## src/rtl/wr_resp_direction_router.sv

```systemverilog
// wr_resp_direction_router: routes accepted write requests into per-direction
// response FIFOs selected by cmd_txnid.direction_id.
//   clk, rst_n           clock, asynchronous active-low reset
//   req_vld/req_rdy      request handshake; req_pld carries opcode, txnid, sideband
//   v_wresp_vld/rdy/pld  per-direction response handshake and head-of-queue payload
//   v_wresp_cnt          per-direction queue occupancy
//   err_bad_dir          sticky: a write with an out-of-range direction was accepted
`ifndef CMD_WRITE
`define CMD_WRITE 2'b01
`endif

package wr_resp_direction_router_pkg;
    localparam logic [1:0] CMD_READ  = 2'b00;
    localparam logic [1:0] CMD_WRITE = `CMD_WRITE;
    typedef struct packed {
        logic [1:0] direction_id;
        logic [5:0] id;
    } txnid_t;
    typedef struct packed {
        logic [1:0] cmd_opcode;
        txnid_t     cmd_txnid;
        logic [3:0] cmd_sideband;
    } input_req_pld_t;
    typedef struct packed {
        txnid_t     txnid;
        logic [3:0] sideband;
    } wr_resp_pld_t;
endpackage

module wr_resp_direction_router
    import wr_resp_direction_router_pkg::*;
#(
    parameter int WIDTH = 4,
    parameter int DEPTH = 4
) (
    input  logic                                   clk,
    input  logic                                   rst_n,
    input  logic                                   req_vld,
    output logic                                   req_rdy,
    input  input_req_pld_t                         req_pld,
    output logic [WIDTH-1:0]                       v_wresp_vld,
    input  logic [WIDTH-1:0]                       v_wresp_rdy,
    output wr_resp_pld_t                           v_wresp_pld [WIDTH],
    output logic [WIDTH-1:0][$clog2(DEPTH+1)-1:0]  v_wresp_cnt,
    output logic                                   err_bad_dir
);
    localparam int AW = $clog2(DEPTH);
    localparam int CW = $clog2(DEPTH + 1);

    logic [1:0]       dir;
    logic             is_wr, dir_ok, acc_wr;
    logic [WIDTH-1:0] full;
    logic [3:0]       full_x;
    wr_resp_pld_t     push_pld;

    assign dir      = req_pld.cmd_txnid.direction_id;
    assign is_wr    = req_pld.cmd_opcode == CMD_WRITE;
    assign dir_ok   = 32'(dir) < 32'(WIDTH);
    // Widened so every 2-bit direction indexes a defined bit; out-of-range directions never stall.
    assign full_x   = 4'(full);
    // Stall decision uses registered occupancy only, so a same-cycle pop cannot open it.
    assign req_rdy  = !(is_wr && dir_ok && full_x[dir]);
    assign acc_wr   = req_vld && req_rdy && is_wr;
    assign push_pld = {req_pld.cmd_txnid, req_pld.cmd_sideband};

    always_ff @(posedge clk or negedge rst_n)
        if (!rst_n) err_bad_dir <= 1'b0;
        else if (acc_wr && !dir_ok) err_bad_dir <= 1'b1;

    for (genvar g = 0; g < WIDTH; g++) begin : g_dir
        logic [AW-1:0] wp, rp;
        logic [CW-1:0] cnt;
        logic          push, pop;
        wr_resp_pld_t  mem [DEPTH];
        assign push = acc_wr && dir_ok && dir == 2'(g);
        assign pop  = v_wresp_vld[g] && v_wresp_rdy[g];
        always_ff @(posedge clk or negedge rst_n)
            if (!rst_n) begin
                wp  <= '0;
                rp  <= '0;
                cnt <= '0;
            end else begin
                if (push) wp <= wp + 1'b1;
                if (pop) rp <= rp + 1'b1;
                cnt <= cnt + CW'(push) - CW'(pop);
            end
        always_ff @(posedge clk)
            if (push) mem[wp] <= push_pld;
        assign v_wresp_vld[g] = cnt != '0;
        assign v_wresp_pld[g] = mem[rp];
        assign v_wresp_cnt[g] = cnt;
        assign full[g]        = cnt == CW'(DEPTH);
    end
endmodule

```

## config.mk

```make
export PLATFORM = sky130hd
export DESIGN_NAME = wr_resp_direction_router
export DESIGN_NICKNAME = d
export VERILOG_FILES = /design/src/rtl/wr_resp_direction_router.sv
export SDC_FILE = /design/constraint.sdc
export NUM_CORES = 1
export LEC_CHECK = 0
export CAP_MARGIN = 25
export CORE_MARGIN = 2
export CORE_UTILIZATION = 51
export DETAILED_ROUTE_END_ITERATION = 7
export PLACE_DENSITY = 0.75
export SLEW_MARGIN = 20
export SYNTH_ARGS = -nofsm -noshare
export SYNTH_HDL_FRONTEND = slang
export SYNTH_SLANG_ARGS = --single-unit
```

## constraint.sdc

```tcl
create_clock -name clk -period 2.35 [get_ports clk]
set_clock_uncertainty 0.1 [all_clocks]
set_input_delay 0.47 -clock clk [delete_from_list [all_inputs] [get_ports clk]]
set_output_delay 0.47 -clock clk [all_outputs]
set_load 0.01 [all_outputs]
```

==> impl_metrics.tcl <==
set metrics [dict create \
    die_area_mm2 0.01809 \
    synth_area_mm2 0.008687 \
    crit_path_end_kind "output pin" \
    synthCells 404 \
    crit_type "reg2out" \
    violations "setup timing" \
    relSlewSlack 0.5275 \
    p_seq_frac 0.373 \
    drtPass1Iterations 5 \
    hold_buffers 0 \
    clock_latency_ns 0.49 \
    grt_pass1_vias 4697 \
    nets 640 \
    rsz0062_at_grt "yes" \
    critPathLaunchType "register" \
    ant_nets 0 \
    num_vias 4407 \
    post-route-util 0.6883 \
    worst_ep_arrival_time_ns 1.96 \
    critPathMaxFanout 2 \
    intPower_uw 9362 \
    ys_types 27 \
    cts-root-buf "clkbuf_16" \
    core.rowCount 47 \
    port_buffers 85 \
    r2r-start "g_dir[0].cnt[0]" \
    first_iter_violations 336 \
    peakVddDrop_v 0.0007423 \
    drive_gt1_frac 0.4086 \
    setup_viol 19 \
    switching_share 0.2831 \
    cts_tree "yes" \
    globalplace.congestion 0.7647 \
    muxShareOfSynthArea 0.1301 \
    yosysWarnings 0 \
    cap_violations 0 \
    fin_area_mm2 0.01145 \
    grt_overflow_total 0 \
    period_share 1.077 \
    ys_seq_area_frac 0.7443 \
    io_pins 87 \
    grt_pass1_wl_um 26220 \
    synth_top_area_frac 0.6637 \
    tightest_slew_ns 0.7065 \
    avgViaCountPerCell 5.329 \
    numCtsBuffers 23 \
    yosys.area_share.adder 0.04379 \
    clock.fmax_mhz 395.2 \
    placed_area_mm2 0.01043 \
    syn_avg_cell_area_um2 21.50 \
    synth_fp_nets 453 \
    diodes 0 \
    synth_xor_area_frac 0.02016 \
    die_w_um 134.5 \
    pwr-share-comb 0.365 \
    wl_um 17130 \
    grtUsageTotal 0.1949 \
    ys_ff_latch 220 \
    outcome "complete, but fails checks" \
    power.share.clock 0.262 \
    cp-startpoint "g_dir[0].cnt[1]" \
    drv_slew 0 \
    hp-class "in2async" \
    switchingPower_uw 3697 \
    required_ns 1.78 \
    initial_utilization 0.5220 \
    clkTransAtPathRegs_ns 0.06 \
    dpl.hpwl_um 10820 \
    power_uw 13060 \
    final_hold_viol_count 0 \
    grt_max_degree 29 \
    h-tree-depth 1 \
    setup_ws_ns -0.1807 \
    synth_largest_area_cell "edfxtp_1" \
    period_needed_ns 2.531 \
    max-clock-path-buffers 3 \
    dieHeight_um 134.5 \
    synthTopCellsByArea "edfxtp_1 66%, mux4_2 12%, dfrtp_1 8.1%, ha_1 3.5%, xnor2_1 1.3%" \
    synth_compound_area_frac 0.01368 \
    synth-simple-area-share 0.02780 \
    power_density_mw_per_mm2 1140 \
    area_growth_pct 31.86 \
    grt_antenna_before_repair 0 \
    synth_top_family_by_area "multiplexers" \
    dp_slack_ns -0.6038 \
    coreArea_mm2 0.01664 \
    cts_sinks 220 \
    drc 0 \
    wl_per_cell_um 20.72 \
    setup_tns_ns -0.5574 \
    p_leak_uw 0.004186 \
]
==> through the flow <==
step                      hold slack [ns]  instances
after floorplan                   0.07441        404
after global placement             0.4220        763
after detailed placement           0.4524        763
after CTS                          0.2808        825
after global routing               0.3054        827
final                              0.2766        827
==> area by class of cell <==
class                      instances  area [um^2]
sequential                       220         6470
inverter                          25        93.84
clock buffer                      28        594.3
timing repair buffer             175         1773
multi-input combinational        146         2128
clock inverter                    13        120.1
fill                            1007         5187
tap                              220        275.3
==> critical path, cell delays in order, from the launching register on <==
cell and delay [ns]:
dfrtp_1 0.41, nor3b_4 0.36, o311ai_2 0.12, or4_1 0.42
buf_2 0.16
==> placed cells by master, fill, tap and decap left out, types with 3 or more instances in the layout <==
| cell | instances |
|---|---|
| clkdlybuf4s50_1 | 27 |
| dlygate4sd2_1 | 7 |
| and2_1 | 16 |
| mux4_2 | 48 |
| fa_2 | 3 |
| nand2_1 | 5 |
| buf_4 | 52 |
| mux2_1 | 3 |
| xnor2_1 | 12 |
| clkbuf_1 | 5 |
| buf_12 | 14 |
| dfrtp_1 | 25 |
| a211oi_4 | 3 |
| a21oi_1 | 3 |
| ha_1 | 21 |
| clkbuf_16 | 23 |
| inv_1 | 23 |
| buf_2 | 16 |
| edfxtp_1 | 192 |
| xor2_1 | 6 |
| buf_6 | 52 |
| dfrtp_2 | 3 |
| o31a_1 | 4 |
| clkinv_2 | 7 |
| or3_1 | 4 |
==> repair_timing <==
item                       CTS  global route
pin swaps                    7             9
buffers inserted            19             5
setup endpoints to repair   56            42
gates resized for setup    246            35
gates cloned                 2             0
==> path summary, 6_finish.rpt <==
check | slack (ns) | cells past startpoint | to
min in group clk | 0.46 | 1 | g_dir[2].wp[1]
max reg2reg | -0.02 | 8 | g_dir[0].cnt[2]
min reg2reg | 0.46 | 1 | g_dir[2].wp[1]
max | -0.18 | 4 | req_rdy
max in group asynchronous | 1.51 | 2 | g_dir[2].rp[0]
min | 0.28 | 2 | g_dir[1].wp[0]
==> per-layer routing <==
| metal | routed length (um) | vias up | global-route usage |
|---|---|---|---|
| met5 | 0 | - | 0 |
| met4 | 349 | 0 | 0.05380 |
| met3 | 927 | 25 | 0.03078 |
| met2 | 9140 | 131 | 0.3535 |
| met1 | 6714 | 2282 | 0.2460 |
| li1 | - | 1969 | - |
==> power by group through the flow <==
stage / clock [uW] / sequential (uW) / combinational [uW]
floorplan: 0 / 4960 / 2160
global placement: 0 / 4880 / 4180
detailed placement: 0 / 4920 / 4290
CTS: 3490 / 4860 / 4610
global route: 3640 / 4900 / 5130
finish: 3420 / 4870 / 4770
==> cells in the mapped netlist <==
cell / n
xnor2_1: 13
mux4_2: 48
or3_1: 4
mux2_1: 3
edfxtp_1: 192
and2_1: 16
nor2_4: 1
fa_1: 4
buf_2: 8
nand2b_1: 2
buf_4: 5
nand3b_4: 1
xor2_1: 7
o311ai_1: 1
o31a_1: 4
a21oi_1: 3
a211oi_4: 3
nand2_1: 5
dfrtp_1: 28
mux2_4: 1
nor4_4: 1
ha_1: 24
inv_1: 25
nor2_2: 2
nor3b_2: 1
conb_1: 1
or4_1: 1
==> state kept, by name, summed over array words and instances, names as in the netlist <==
signal     flops
g_dir.mem    192
g_dir.wp       8
g_dir.cnt     12
g_dir.rp       8
==> cells by family after synthesis <==
group / Yosys count
flip-flops: 220
multiplexers: 52
buffers and inverters: 38
AND/OR/NAND/NOR: 34
adder cells (fa/ha/maj): 28
XOR/XNOR: 20
AO/OA/AOI/OAI: 11
other: 1
(Power assumes the default switching activity.)
